[config.mk]
export PLATFORM = sky130hd
export DESIGN_NAME = multi_cycle_ctrl_flat
export DESIGN_NICKNAME = d
export VERILOG_FILES = /design/src/rtl/multi_cycle_ctrl_if.sv /design/src/rtl/multi_cycle_ctrl.sv /design/src/flat_wrapper.sv
export SDC_FILE = /design/constraint.sdc
export NUM_CORES = 1
export LEC_CHECK = 0
export ABC_AREA = 1
export CORE_UTILIZATION = 30
export DETAILED_ROUTE_END_ITERATION = 7
export PLACE_DENSITY = 0.7
export SLEW_MARGIN = 20
export SYNTH_ARGS = -nofsm -noshare
export SYNTH_HDL_FRONTEND = slang
export SYNTH_SLANG_ARGS = --single-unit
[constraint.sdc]
create_clock -name clk -period 2.15 [get_ports clk]
set_input_delay 0.43 -clock clk [delete_from_list [all_inputs] [get_ports clk]]
set_output_delay 0.43 -clock clk [all_outputs]
set_load 0.005 [all_outputs]
[src/rtl/multi_cycle_ctrl_if.sv]
// Bus between the multi-cycle sequencer and its datapath: fetch/decode inputs,
// register-file and data-memory handshakes, and sequencer status outputs.
interface multi_cycle_ctrl_if #(
    parameter int DATA_LEN     = 32,
    parameter int REG_ADDR_LEN = 5
);
    // Datapath -> sequencer
    logic                    run;
    logic                    imem_ready;
    logic [1:0]              instr_class;
    logic                    instr_wb_en;
    logic [REG_ADDR_LEN-1:0] instr_rd;
    logic [DATA_LEN-1:0]     rdata1;
    logic [DATA_LEN-1:0]     rdata2;
    logic [DATA_LEN-1:0]     alu_result;
    logic                    dmem_ready;
    logic [DATA_LEN-1:0]     dmem_rdata;

    // Sequencer -> datapath
    logic                    state_regfile_read;
    logic                    state_regfile_write;
    logic                    we;
    logic [REG_ADDR_LEN-1:0] waddr;
    logic [DATA_LEN-1:0]     wdata;
    logic [DATA_LEN-1:0]     opa;
    logic [DATA_LEN-1:0]     opb;
    logic                    ir_we;
    logic                    pc_we;
    logic                    dmem_req;
    logic                    dmem_wr;
    logic [2:0]              state;
    logic                    instr_done;
    logic                    timeout_err;

    modport master (
        input  run, imem_ready, instr_class, instr_wb_en, instr_rd,
               rdata1, rdata2, alu_result, dmem_ready, dmem_rdata,
        output state_regfile_read, state_regfile_write, we, waddr, wdata,
               opa, opb, ir_we, pc_we, dmem_req, dmem_wr, state,
               instr_done, timeout_err
    );

    modport slave (
        output run, imem_ready, instr_class, instr_wb_en, instr_rd,
               rdata1, rdata2, alu_result, dmem_ready, dmem_rdata,
        input  state_regfile_read, state_regfile_write, we, waddr, wdata,
               opa, opb, ir_we, pc_we, dmem_req, dmem_wr, state,
               instr_done, timeout_err
    );
endinterface

[src/rtl/multi_cycle_ctrl.sv]
// Multi-cycle instruction sequencer: IF -> ID -> EX -> (MEM) -> (WB), owns all
// register-file traffic, latches operands/results and guards waits with a timeout.
module multi_cycle_ctrl #(
    parameter int DATA_LEN     = 32,
    parameter int REG_ADDR_LEN = 5,
    parameter int WAIT_TIMEOUT = 16
) (
    input  logic               clk,
    input  logic               rst,
    multi_cycle_ctrl_if.master bus
);

    localparam int WAIT_W = $clog2(WAIT_TIMEOUT + 1);
    localparam logic [WAIT_W-1:0] WAIT_LIMIT = WAIT_W'(WAIT_TIMEOUT);

    typedef enum logic [2:0] {
        S_IDLE    = 3'd0,
        S_IF      = 3'd1,
        S_ID      = 3'd2,
        S_EX      = 3'd3,
        S_MEM     = 3'd4,
        S_WB      = 3'd5,
        S_ERR     = 3'd6,
        S_ILLEGAL = 3'd7
    } state_e;

    typedef enum logic [1:0] {
        CLS_ALU    = 2'b00,
        CLS_LOAD   = 2'b01,
        CLS_STORE  = 2'b10,
        CLS_BRANCH = 2'b11
    } cls_e;

    state_e                  state_q, state_d;
    logic [WAIT_W-1:0]       wait_q, wait_d;
    logic [WAIT_W-1:0]       wait_inc;
    logic [DATA_LEN-1:0]     opa_q, opa_d;
    logic [DATA_LEN-1:0]     opb_q, opb_d;
    logic [DATA_LEN-1:0]     alu_q, alu_d;
    logic [DATA_LEN-1:0]     mem_q, mem_d;
    logic [REG_ADDR_LEN-1:0] waddr_q, waddr_d;
    cls_e                    cls_q, cls_d;
    logic                    wb_q, wb_d;
    logic                    done_q, done_d;
    logic                    terr_q, terr_d;

    assign wait_inc = wait_q + 1'b1;

    // Datapath latches are reset too, so a reset mid-instruction leaves no stale operands.
    always_ff @(posedge clk or negedge rst) begin
        if (!rst) begin
            state_q <= S_IDLE;
            wait_q  <= '0;
            opa_q   <= '0;
            opb_q   <= '0;
            alu_q   <= '0;
            mem_q   <= '0;
            waddr_q <= '0;
            cls_q   <= CLS_ALU;
            wb_q    <= 1'b0;
            done_q  <= 1'b0;
            terr_q  <= 1'b0;
        end else begin
            // NOTE: non-blocking assignments so every register samples pre-edge values.
            state_q <= state_d;
            wait_q  <= wait_d;
            opa_q   <= opa_d;
            opb_q   <= opb_d;
            alu_q   <= alu_d;
            mem_q   <= mem_d;
            waddr_q <= waddr_d;
            cls_q   <= cls_d;
            wb_q    <= wb_d;
            done_q  <= done_d;
            terr_q  <= terr_d;
        end
    end

    always_comb begin
        // NOTE: every _d takes its hold value first so no branch of the case can infer a latch.
        state_d = state_q;
        wait_d  = '0;
        opa_d   = opa_q;
        opb_d   = opb_q;
        alu_d   = alu_q;
        mem_d   = mem_q;
        waddr_d = waddr_q;
        cls_d   = cls_q;
        wb_d    = wb_q;
        done_d  = 1'b0;
        terr_d  = terr_q;

        case (state_q)
            S_IDLE: begin
                if (bus.run) state_d = S_IF;
            end

            S_IF: begin
                if (bus.imem_ready) begin
                    state_d = S_ID;
                end else begin
                    wait_d = wait_inc;
                    if (wait_inc == WAIT_LIMIT) begin
                        state_d = S_ERR;
                        terr_d  = 1'b1;
                    end
                end
            end

            S_ID: begin
                opa_d   = bus.rdata1;
                opb_d   = bus.rdata2;
                waddr_d = bus.instr_rd;
                cls_d   = cls_e'(bus.instr_class);
                wb_d    = bus.instr_wb_en;
                state_d = S_EX;
            end

            S_EX: begin
                alu_d = bus.alu_result;
                if (cls_q == CLS_LOAD || cls_q == CLS_STORE) begin
                    state_d = S_MEM;
                end else if (wb_q) begin
                    state_d = S_WB;
                end else begin
                    done_d  = 1'b1;
                    state_d = bus.run ? S_IF : S_IDLE;
                end
            end

            S_MEM: begin
                if (bus.dmem_ready) begin
                    if (cls_q == CLS_STORE) begin
                        done_d  = 1'b1;
                        state_d = bus.run ? S_IF : S_IDLE;
                    end else begin
                        mem_d   = bus.dmem_rdata;
                        state_d = S_WB;
                    end
                end else begin
                    wait_d = wait_inc;
                    if (wait_inc == WAIT_LIMIT) begin
                        state_d = S_ERR;
                        terr_d  = 1'b1;
                    end
                end
            end

            S_WB: begin
                done_d  = 1'b1;
                state_d = bus.run ? S_IF : S_IDLE;
            end

            S_ERR: begin
                state_d = S_ERR;
            end

            default: begin
                state_d = S_IDLE;
            end
        endcase
    end

    // Strobes decode the registered state; the fetch strobes additionally qualify
    // on imem_ready so IR/PC load in the very cycle the instruction word is valid.
    assign bus.state_regfile_read  = (state_q == S_ID);
    assign bus.state_regfile_write = (state_q == S_WB);
    assign bus.ir_we               = (state_q == S_IF) && bus.imem_ready;
    assign bus.pc_we               = (state_q == S_IF) && bus.imem_ready;
    assign bus.dmem_req            = (state_q == S_MEM);
    assign bus.dmem_wr             = (state_q == S_MEM) && (cls_q == CLS_STORE);

    // Writes to x0 are suppressed; write data comes only from latched results.
    assign bus.we    = (state_q == S_WB) && wb_q && (waddr_q != '0);
    assign bus.wdata = (state_q != S_WB) ? '0 : ((cls_q == CLS_LOAD) ? mem_q : alu_q);
    assign bus.waddr = waddr_q;
    assign bus.opa   = opa_q;
    assign bus.opb   = opb_q;

    assign bus.state       = state_q;
    assign bus.instr_done  = done_q;
    assign bus.timeout_err = terr_q;

    // Retire pulses can never occur back to back: every instruction spends at least IF..EX.
    a_done_single: assert property (@(posedge clk) disable iff (!rst)
        done_q |=> !done_q);

    a_err_sticky: assert property (@(posedge clk) disable iff (!rst)
        state_q == S_ERR |=> state_q == S_ERR);

    a_we_only_in_wb: assert property (@(posedge clk) disable iff (!rst)
        bus.we |-> state_q == S_WB);

    a_rf_exclusive: assert property (@(posedge clk) disable iff (!rst)
        !(bus.state_regfile_read && bus.state_regfile_write));

endmodule

[src/flat_wrapper.sv]
// flat-port wrapper written by rule: the top's interface ports become plain ports
module multi_cycle_ctrl_flat 
#(
    parameter int DATA_LEN     = 32,
    parameter int REG_ADDR_LEN = 5,
    parameter int WAIT_TIMEOUT = 16
)
  (clk, rst, bus_run, bus_imem_ready, bus_instr_class, bus_instr_wb_en, bus_instr_rd, bus_rdata1, bus_rdata2, bus_alu_result, bus_dmem_ready, bus_dmem_rdata, bus_state_regfile_read, bus_state_regfile_write, bus_we, bus_waddr, bus_wdata, bus_opa, bus_opb, bus_ir_we, bus_pc_we, bus_dmem_req, bus_dmem_wr, bus_state, bus_instr_done, bus_timeout_err);
  multi_cycle_ctrl_if #(.DATA_LEN(DATA_LEN), .REG_ADDR_LEN(REG_ADDR_LEN)) bus_i ();
  input  logic clk;
  input  logic rst;
  input wire logic [$bits(bus_i.run)-1:0] bus_run;
  input wire logic [$bits(bus_i.imem_ready)-1:0] bus_imem_ready;
  input wire logic [$bits(bus_i.instr_class)-1:0] bus_instr_class;
  input wire logic [$bits(bus_i.instr_wb_en)-1:0] bus_instr_wb_en;
  input wire logic [$bits(bus_i.instr_rd)-1:0] bus_instr_rd;
  input wire logic [$bits(bus_i.rdata1)-1:0] bus_rdata1;
  input wire logic [$bits(bus_i.rdata2)-1:0] bus_rdata2;
  input wire logic [$bits(bus_i.alu_result)-1:0] bus_alu_result;
  input wire logic [$bits(bus_i.dmem_ready)-1:0] bus_dmem_ready;
  input wire logic [$bits(bus_i.dmem_rdata)-1:0] bus_dmem_rdata;
  output wire logic [$bits(bus_i.state_regfile_read)-1:0] bus_state_regfile_read;
  output wire logic [$bits(bus_i.state_regfile_write)-1:0] bus_state_regfile_write;
  output wire logic [$bits(bus_i.we)-1:0] bus_we;
  output wire logic [$bits(bus_i.waddr)-1:0] bus_waddr;
  output wire logic [$bits(bus_i.wdata)-1:0] bus_wdata;
  output wire logic [$bits(bus_i.opa)-1:0] bus_opa;
  output wire logic [$bits(bus_i.opb)-1:0] bus_opb;
  output wire logic [$bits(bus_i.ir_we)-1:0] bus_ir_we;
  output wire logic [$bits(bus_i.pc_we)-1:0] bus_pc_we;
  output wire logic [$bits(bus_i.dmem_req)-1:0] bus_dmem_req;
  output wire logic [$bits(bus_i.dmem_wr)-1:0] bus_dmem_wr;
  output wire logic [$bits(bus_i.state)-1:0] bus_state;
  output wire logic [$bits(bus_i.instr_done)-1:0] bus_instr_done;
  output wire logic [$bits(bus_i.timeout_err)-1:0] bus_timeout_err;
  assign bus_i.run = bus_run;
  assign bus_i.imem_ready = bus_imem_ready;
  assign bus_i.instr_class = bus_instr_class;
  assign bus_i.instr_wb_en = bus_instr_wb_en;
  assign bus_i.instr_rd = bus_instr_rd;
  assign bus_i.rdata1 = bus_rdata1;
  assign bus_i.rdata2 = bus_rdata2;
  assign bus_i.alu_result = bus_alu_result;
  assign bus_i.dmem_ready = bus_dmem_ready;
  assign bus_i.dmem_rdata = bus_dmem_rdata;
  assign bus_state_regfile_read = bus_i.state_regfile_read;
  assign bus_state_regfile_write = bus_i.state_regfile_write;
  assign bus_we = bus_i.we;
  assign bus_waddr = bus_i.waddr;
  assign bus_wdata = bus_i.wdata;
  assign bus_opa = bus_i.opa;
  assign bus_opb = bus_i.opb;
  assign bus_ir_we = bus_i.ir_we;
  assign bus_pc_we = bus_i.pc_we;
  assign bus_dmem_req = bus_i.dmem_req;
  assign bus_dmem_wr = bus_i.dmem_wr;
  assign bus_state = bus_i.state;
  assign bus_instr_done = bus_i.instr_done;
  assign bus_timeout_err = bus_i.timeout_err;
  multi_cycle_ctrl #(.DATA_LEN(DATA_LEN), .REG_ADDR_LEN(REG_ADDR_LEN), .WAIT_TIMEOUT(WAIT_TIMEOUT)) u_core (.clk(clk), .rst(rst), .bus(bus_i));
endmodule
=== Word level (Yosys, flattened, before mapping) ===
Cells that the tools add are included.

* Output and inout bits: 113
* Input bits: 141
* Word-level logic and storage cells: 59
* Flip-flop bits (word level): 146

* Add/subtract/negate cells: 1
* Mux-type cells: 23
* Eq/ne operators: 13
* Bitwise logic cells: 1
* Reduce and logical (&&, ||, !) cells: 10

{| class="wikitable"
|+ Operators with widths
! cell !! count
|-
| 2-to-1 mux 32 bit || 2
|-
| 2-to-1 mux 3 bit || 7
|-
| case mux 3 bit (7 select lines) || 1
|-
| 2-to-1 mux 5 bit || 2
|-
| case mux 5 bit (2 select lines) || 1
|-
| == test 3 bit, second input constant || 3
|-
| 2-to-1 mux 1 bit || 8
|-
| == test 3 x 2 -> 1 bit, second input constant || 2
|-
| != test 2 bit, second input constant || 3
|-
| AND reduction 3 bit || 2
|-
| adder 5 x 1 -> 5 bit, second input constant || 1
|-
| == test 5 bit, second input constant || 1
|-
| nonzero test 5 bit || 1
|-
| logical AND 1 bit || 4
|-
| == test 3 x 1 -> 1 bit, second input constant || 1
|-
| logical NOT 3 bit || 1
|-
| != test 3 bit, second input constant || 1
|-
| case mux 1 bit (3 select lines) || 1
|-
| == test 2 x 1 -> 1 bit, second input constant || 1
|-
| == test 2 bit, second input constant || 1
|-
| case mux 1 bit (2 select lines) || 1
|-
| nonzero test 2 bit || 1
|-
| logical OR 1 bit || 1
|-
| NOT 1 bit || 1
|}

=== Longest topological paths before layout ===
Gate-level depths: netlist (run 1).

* Word-level depth: 5
* Gate-level depth with buffers: 9
* Depth with buffers taken out: 8

=== Worst setup path before layout (run 1) ===
No wires, ideal clock.

* Kind: register -> output
* From: register u_core.cls_q[0]
* To: output bus_wdata[10]
* Stages on the path, launching flop included: 7
* Arrival: 1277 ps
* Data required time: 1720 ps
* Setup slack: 443 ps
* Cells stage by stage: dfrtp_1 > ha_1 > clkbuf_1 > inv_1 > clkbuf_1 > nand2_1 > a21oi_1

* Longest elaborated chain between the ends: 3

{| class="wikitable"
|+ RTL lines
! item !! line !! RTL
|-
| start: declaration || multi_cycle_ctrl.sv:42 || <nowiki>cls_e cls_q, cls_d;</nowiki>
|-
| start signal: assignment || multi_cycle_ctrl.sv:72 || <nowiki>cls_q <= cls_d;</nowiki>
|-
| == test 2 x 1 -> 1 bit || multi_cycle_ctrl.sv:175 || <nowiki>assign bus.wdata = (state_q != S_WB) ? '0 : ((cls_q == CLS_LOAD) ? mem_q : alu_q);</nowiki>
|-
| 2-to-1 mux 32 bit (2 in a row) || multi_cycle_ctrl.sv:175 ||
|-
| end: declaration || flat_wrapper.sv:26 || <nowiki>output wire logic [$bits(bus_i.wdata)-1:0] bus_wdata;</nowiki>
|}

Every way passes these cells.

=== Final worst setup path (run 1) ===
* From: register u_core.cls_q[1]
* To: output bus_wdata[21]

Same word-level chain as after synthesis.

==> results of run 1 <==
-- area by class of cell --
class / count / area (µm²)
clock buffer: 19 / 433
clock inverter: 13 / 153
fill: 1916 / 10200
inverter: 55 / 221
multi-input combinational: 506 / 2430
sequential: 146 / 3650
tap: 270 / 338
timing repair buffer: 295 / 2950
-- worst max-delay path by stage --
stage                               end  slack [ns]
final                     bus_wdata[21]       -0.04
after global routing      bus_wdata[21]       -0.14
after CTS                 bus_wdata[31]       -0.12
after detailed placement  bus_wdata[10]        0.03
after global placement     bus_wdata[5]        0.06
after floorplan           bus_wdata[10]        0.44
-- what timing repair did --
item,in CTS,in global routing
endpoints found under the hold margin,36,0
buffers inserted,11,2
gates resized for setup,168,63
setup endpoints to repair,39,34
hold buffers,1,0
cloned,6,0
pin swaps,5,17
-- sequential cells by signal (all words and copies together), names as in the netlist, 2 cells and up --
register and cells:
u_core.bus.opb 32, u_core.cls_q 2, u_core.bus.waddr 5, u_core.bus.state 3, u_core.wait_q 5, u_core.bus.opa 32
u_core.mem_q 32, u_core.alu_q 32
-- cells by family after synthesis --
family / count (synthesis) / share of synthesized area
compound gates: 74 / 0.0600
mux: 11 / 0.0198
buf+inv: 94 / 0.0712
fa+ha+maj: 3 / 0.00600
simple gates: 418 / 0.259
flops: 146 / 0.584
-- worst reg2reg max path, delay by kind of cell (launching register included) --
family / cells / cell delay [ns]
flops: 1 / 0.40
simple gates: 4 / 0.47
buf+inv: 5 / 0.83
-- stage by stage --
| stage | instances | cell area, µm² | util | setup TNS [ns] | setup slack [ns] |
|---|---|---|---|---|---|
| 2_1_floorplan | 746 | 6250 | - | 0 | 0.443 |
| 3_3_place_gp | 1253 | 9140 | 0.449 | 0 | 0.0571 |
| 3_5_place_dp | 1253 | 9140 | 0.449 | 0 | 0.0290 |
| 4_1_cts | 1303 | 9970 | 0.489 | -1.06 | -0.120 |
| 5_1_grt | 1304 | 10200 | 0.500 | -3.04 | -0.142 |
| 6_report | 1304 | 10200 | 0.500 | -0.359 | -0.0411 |
-- layer usage --
layer | part of all wire | up-vias | global-route usage
li1 | - | 2840 | -
met2 | 0.46 | 228 | 0.305
met5 | 0 | - | 0
met1 | 0.43 | 2649 | 0.237
met3 | 0.10 | 20 | 0.0763
met4 | 0.011 | 0 | 0.0516
-- layout by cell type, fill, tap and decap left out, types with 3 or more instances in the layout --
| cell | n |
|---|---|
| buf_2 | 33 |
| clkbuf_16 | 17 |
| nand2_4 | 13 |
| dlygate4sd2_1 | 5 |
| o21ai_0 | 11 |
| inv_1 | 48 |
| nand2_2 | 11 |
| nand3_2 | 3 |
| clkinvlp_4 | 3 |
| clkinv_4 | 5 |
| buf_6 | 7 |
| nand3_1 | 7 |
| mux2_1 | 3 |
| inv_6 | 3 |
| a21oi_2 | 30 |
| dfrtp_1 | 146 |
| clkdlybuf4s50_1 | 213 |
| a21oi_1 | 5 |
| nand2_1 | 364 |
| buf_16 | 3 |
| inv_2 | 5 |
| buf_12 | 12 |
| mux2_2 | 8 |
| nor2_1 | 8 |
| nand4_1 | 6 |
| o21ai_1 | 26 |
| buf_4 | 17 |
-- power by group through the flow --
stage	sequential [mW]	combinational, mW	clock [mW]
2_1_floorplan	4.79	2.49	0
3_3_place_gp	4.84	5.17	0
3_5_place_dp	4.87	5.24	0
4_1_cts	4.88	5.97	3.04
5_1_grt	5.12	6.85	3.16
6_report	4.97	6.15	2.95
==> summary.md, run 1 <==
| Metric | Value |
|---|---|
| Outcome | `complete, but fails checks` |
| Failing checks | `negative setup slack` |
| Syn_nets | `a little under 900` |
| Worst Setup End Kind | `output pin` |
| Smallest setup slack after layout | `-0.0411 ns` |
| Buf/Inv on CP | `6` |
| Die Ht | `146 µm` |
| Residual DRC | `0` |
| Number of global-route vias before repair | `5,943` |
| First-pass GRT wire length | `31.6 mm` |
| Reg power frac | `0.353` |
| Slew Limit Headroom | `0.723` |
| Distinct cell type count after synthesis | `24` |
| R2R setup slack | `approximately 0.35 ns` |
| Post-Synthesis Mean Instance Area | `approximately 8.4 µm²` |
| Count leader, synth | `nand2_1` |
| Comb pwr share | `0.437` |
| Synth Warn # | `0` |
| Hold_sp | `u_core.bus.opb[23]$_DFFE_PN0P_` |
| CP Depth | `9` |
| Vias | `5,737` |
| DRT antenna net count | `0` |
| Post-Syn Instances | `746` |
| Clock network fraction of total power | `0.210` |
| Most used cell, CP | `buf_12` |
| Setup violations, final | `20` |
| Clk root buf | `clkbuf_16` |
| TritonCTS buffer count | `17` |
| Post-synth top flop | `dfrtp_1` |
| Worst Hold Depth | `2` |
| Sw Ratio | `0.356` |
| Unrepaired setup endpoints after global routing | `yes` |
| Final worst-path cycle share | `1.02` |
| Area growth, synth to finish | `62.8%` |
| Layout cells sized above 1 | `0.175` |
| Antenna Cells | `0` |
| Max stage delay cell, worst path | `dfrtp_1` |
| Initial DRC Count | `244` |
| CP Data Required Time | `~1.7 ns` |
| Die X-Extent | `146 µm` |
| CTS tree | `done` |
| CP Launch Type | `flip-flop` |
| Power Density | `1380 nW/µm²` |
| Drt via density | `4.40` |
| Final WL | `19.6 mm` |
| Final Net Count | `about 1.2k` |
| Worst hold endpoint | `u_core.bus.opb[23]$_DFFE_PN0P_` |
| Ranking of synthesized cells by area | `dfrtp_1 58%, nand2_1 23%, inv_1 3.1%` |
| EDFF count, synth | `0` |
| Synth area leader | `dfrtp_1` |
| Reg clk slew, reported paths | `about 0.060 ns` |
| Post-synth top cells | `388 x nand2_1, 146 x dfrtp_1, 52 x inv_1` |
| Tot Pwr | `14.1 mW` |
| Worst path top cell family by delay | `buffers and inverters` |
| Fmax | `456 MHz` |
| Worst hold margin | `0.470 ns` |
| Post-DP HPWL | `13.1 mm` |
| Pleak | `5.03 nW` |
| Mapped cell area | `6250 µm²` |
| H-tree depth | `4` |
| Pint | `9.05 mW` |
| DIE AREA | `21,400 µm²` |
| # rows | `52` |
| CP Cell Sequence | `inv_2, ha_4, buf_12, clkinv_8, buf_12, buf_8, nand2_4, a21oi_2, buf_2` |
| Switching power of the nets | `roughly 5.0 mW` |
| Core box area | `~20,000 µm²` |
| Max_cap viols | `0` |
| Routed length per placed instance | `15.0 µm` |
| Starting density of the core | `0.307` |
| Crit path kind | `flip-flop to output pin` |
| Seq/Total Area, Yosys | `0.584` |
| CTS sink cnt | `146` |
| Final GP Congestion | `0.833` |
| Capturing point of the worst reg2reg path | `u_core.bus.opb[31]$_DFFE_PN0P_` |
| Slowest Stage Delay on Critical Path | `0.37 ns` |
| VDD IR-drop max | `0.000595 V` |
| Shortest period the worst path allows | `2.19 ns` |
| Max FO, Critical Path | `5` |
| Post-synth top area share | `0.584` |
| Synth async-reset ratio | `1.00` |
| Worst Skew | `between 0.01 and 0.015 ns` |
| Largest net degree at the start of global routing | `77` |
| Worst-margin pin slew | `0.415 ns` |
| Max Slew Vio Count | `0` |
| Clk_lat worst skew | `0.42 ns` |
| Hold Violations, Final | `0` |
| Hold WC Path Type | `flip-flop to flip-flop` |
| Yosys reg bits | `about 150` |
| Clk buf depth | `2` |
| Buffers on Ports | `253` |
| Overflow left after global routing | `0` |
| DRT Pass-1 Iters | `4` |
| GRT Overall Usage | `0.190` |
| Crit path from | `u_core.cls_q[1]$_DFFE_PN0P_` |
| Arrival time at the worst endpoint | `approximately 1.8 ns` |
| R2r worst-path depth | `9` |
| R2R Path Start | `u_core.bus.state[0]$_DFFE_PN0P_` |
| Top-Level Pins | `about 250` |
| Initial antenna violation count | `0` |
Power figures use the tool's default switching activity.
==> run 2, diff against run 1 <==
--- a/config.mk
+++ b/config.mk
@@ -6,6 +6,7 @@
 export NUM_CORES = 1
 export LEC_CHECK = 0
 export ABC_AREA = 1
+export CORE_ASPECT_RATIO = 0.5
 export CORE_UTILIZATION = 30
 export DETAILED_ROUTE_END_ITERATION = 7
 export PLACE_DENSITY = 0.7
==> run 2 against run 1 <==
The flow finishes with violations (design-rule violations, negative setup slack). Clock skew shrank 0.0016 ns. Die area up 0.17%. Sequential power down 1%. Register-to-register slack got worse by 0.06 ns. Largest power group unchanged. Maximum frequency rose by 1.0%. Critical path type unchanged.
==> summary.md, run 2 (synthesized netlist as in run 1, its figures left out) <==
| Metric | Value |
|---|---|
| Worst Hold Depth | `2 (unchanged)` |
| Vias | `5,685 (was 5,737)` |
| R2R setup slack | `0.29 ns (was 0.35 ns)` |
| Most used cell, CP | `buf_12 (unchanged)` |
| Most used routing layer | `met2 (unchanged)` |
| Clk root buf | `clkbuf_16 (unchanged)` |
| Most frequent cells in the layout | `367 x nand2_1, 213 x clkdlybuf4s50_1, 146 x dfrtp_1, 49 x inv_1 (was 364 x nand2_1, 213 x clkdlybuf4s50_1, 146 x dfrtp_1, 48 x inv_1, 33 x buf_2)` |
| CP Data Required Time | `1.72 ns (about the same)` |
| Routed length per placed instance | `14.4 µm (was 15.0 µm)` |
| Shortest period the worst path allows | `2.17 ns (was 2.19 ns)` |
| Clk_lat worst skew | `0.41 ns (was 0.42 ns)` |
| DIE AREA | `21,500 µm² (was 21,400 µm²)` |
| Die X-Extent | `206 µm (was 146 µm)` |
| CP Depth | `9 (unchanged)` |
| Final GP Congestion | `0.804 (was 0.833)` |
| R2r worst-path depth | `8 (was 9)` |
| Setup violations, final | `15 (was 20)` |
| Max_cap viols | `0 (unchanged)` |
| Worst Skew | `0.0118 ns (was 0.0134 ns)` |
| CTS sink cnt | `146 (unchanged)` |
| Overflow left after global routing | `0 (unchanged)` |
| CP Cell Sequence | `inv_2, ha_4, clkinv_4, buf_12, buf_12, buf_16, nand2_2, a21oi_2, buf_2 (was inv_2, ha_4, buf_12, clkinv_8, buf_12, buf_8, nand2_4, a21oi_2, buf_2)` |
| Max Slew Vio Count | `0 (unchanged)` |
| Residual DRC | `15 (was 0)` |
| Smallest setup slack after layout | `-0.0190 ns (was -0.0411 ns)` |
| Unrepaired setup endpoints after global routing | `yes (unchanged)` |
| Core box area | `20,000 µm² (was 20,400 µm²)` |
| Max FO, Critical Path | `8 (was 5)` |
| Buffers on Ports | `253 (unchanged)` |
| H-tree depth | `4 (unchanged)` |
| Met1 Usage GRT | `0.222 (was 0.237)` |
| First-pass GRT wire length | `29.9 mm (was 31.6 mm)` |
| Clk buf depth | `2 (unchanged)` |
| Outcome | `complete, but fails checks (unchanged)` |
| DRT Pass-1 Iters | `8 (was 4)` |
| Final WL | `18.5 mm (was 19.6 mm)` |
| Max stage delay cell, worst path | `dfrtp_1 (unchanged)` |
| Arrival time at the worst endpoint | `1.74 ns (was 1.76 ns)` |
| Largest net degree at the start of global routing | `70 (was 77)` |
| GR met2 Demand/Resource | `0.314 (was 0.305)` |
| Worst Setup End Kind | `output pin (unchanged)` |
| Layout cells sized above 1 | `0.145 (was 0.175)` |
| Slew Limit Headroom | `0.650 (was 0.723)` |
| Hold Violations, Final | `0 (unchanged)` |
| TritonCTS buffer count | `17 (unchanged)` |
| Worst-margin pin slew | `0.525 ns (was 0.415 ns)` |
| Top-Level Pins | `254 (unchanged)` |
| Buf/Inv on CP | `6 (unchanged)` |
| Final worst-path cycle share | `1.01 (was 1.02)` |
| Number of global-route vias before repair | `5,889 (was 5,943)` |
| Slowest Stage Delay on Critical Path | `0.38 ns (was 0.37 ns)` |
| Antenna Cells | `0 (unchanged)` |
| Crit path kind | `flip-flop to output pin (unchanged)` |
| VDD IR-drop max | `0.000611 V (was 0.000595 V)` |
| Met3 GRT Util | `0.0335 (was 0.0763)` |
| Worst path top cell family by delay | `buffers and inverters (unchanged)` |
| Die Ht | `104 µm (was 146 µm)` |
| Hold_sp | `u_core.bus.opb[24]$_DFFE_PN0P_ (was u_core.bus.opb[23]$_DFFE_PN0P_)` |
| Worst hold endpoint | `u_core.bus.opb[24]$_DFFE_PN0P_ (was u_core.bus.opb[23]$_DFFE_PN0P_)` |
| Post-DP HPWL | `12.6 mm (was 13.1 mm)` |
| Initial antenna violation count | `0 (unchanged)` |
| Worst hold margin | `0.468 ns (was 0.470 ns)` |
| Drt via density | `4.41 (was 4.40)` |
| R2R Path Start | `u_core.bus.state[0]$_DFFE_PN0P_ (unchanged)` |
| Capturing point of the worst reg2reg path | `u_core.bus.opb[2]$_DFFE_PN0P_ (was u_core.bus.opb[31]$_DFFE_PN0P_)` |
| Post-Route Utilization | `0.495 (was 0.500)` |
| Starting density of the core | `0.313 (was 0.307)` |
| Power Density | `1360 nW/µm² (was 1380 nW/µm²)` |
| # rows | `36 (was 52)` |
| Pleak | `4.90 nW (was 5.03 nW)` |
| Fmax | `461 MHz (was 456 MHz)` |
| Hold WC Path Type | `flip-flop to flip-flop (unchanged)` |
| Final Net Count | `1,154 (was 1,165)` |
| DRT antenna net count | `0 (unchanged)` |
| Failing checks | `design-rule violations, negative setup slack (was negative setup slack)` |
| Initial DRC Count | `301 (was 244)` |
| CP Launch Type | `flip-flop (unchanged)` |
| CTS tree | `done (unchanged)` |
| Area growth, synth to finish | `58.0% (was 62.8%)` |
| Commonest non-fill, non-tap cell in the layout | `nand2_1 (unchanged)` |
| GRT Overall Usage | `0.179 (was 0.190)` |
| Reg clk slew, reported paths | `0.06 ns (about the same)` |
==> run 2: cell count changes in the layout (fill, tap and decap cells not counted), moves of 3 or more <==
cell      change
clkinv_4      -3
buf_2         -9
buf_4         -6
nand2_2       +6
nand2_4       -9
nand2_1       +3
a21oi_1      +21
inv_6         +4
clkbuf_2      +9
buf_12        -3
a21oi_2      -21
==> run 2: worst register-to-register path, stage by stage (launching register included) <==
cell,delay (ns)
dfrtp_1,0.40
buf_4,0.19
inv_2,0.06
nand2_1,0.12
nor2_4,0.14
buf_4,0.32
buf_6,0.37
nand2_1,0.13
nand2_1,0.08
==> run 2: cell type report <==
type / count / area, µm²
clock buffer: 17 / 425
clock inverter: 15 / 121
fill: 1853 / 10100
inverter: 55 / 214
multi-input combinational: 506 / 2300
sequential: 146 / 3650
tap: 266 / 333
timing repair buffer: 284 / 2830
==> run 2: what timing repair did <==
item | 4_1_cts | 5_1_grt
cloned | 6 | 0
buffers inserted | 6 | 2
setup endpoints to repair | 39 | 36
endpoints found under the hold margin | 52 | 0
pin swaps | 2 | 11
hold buffers | 1 | 0
gates resized for setup | 137 | 49
==> run 2: worst max-delay path by stage <==
stage | startpoint | end | slack, ns
global route | u_core.cls_q[1]$_DFFE_PN0P_ | bus_wdata[8] | -0.12
detailed placement | u_core.cls_q[1]$_DFFE_PN0P_ | bus_wdata[16] | 0.02
global placement | u_core.cls_q[1]$_DFFE_PN0P_ | bus_wdata[16] | 0.05
finish | u_core.cls_q[1]$_DFFE_PN0P_ | bus_wdata[17] | -0.02
CTS | u_core.cls_q[0]$_DFFE_PN0P_ | bus_wdata[13] | -0.14
floorplan | u_core.cls_q[0]$_DFFE_PN0P_ | bus_wdata[10] | 0.44
==> run 2: layer usage <==
metal,routed length [µm],part of all wire
met5,0,0
met4,240,0.013
met3,795,0.043
met2,9480,0.51
met1,8020,0.43
==> run 2: stage by stage <==
stage	worst slack (ns)	power, mW	area [µm²]	TNS (ns)	instances
2_1_floorplan	0.443	7.28	6250	0	746
3_3_place_gp	0.0477	9.83	9080	0	1243
3_5_place_dp	0.0241	9.98	9080	0	1243
4_1_cts	-0.139	13.5	9850	-1.15	1288
5_1_grt	-0.121	14.5	9880	-2.33	1289
6_report	-0.0190	13.4	9880	-0.165	1289
==> run 2: power breakdown <==
part,total (mW),switching [mW],internal [mW]
Sequential,4.91,0.822,4.09
Clock,2.77,1.27,1.51
Combinational,5.76,2.73,3.03
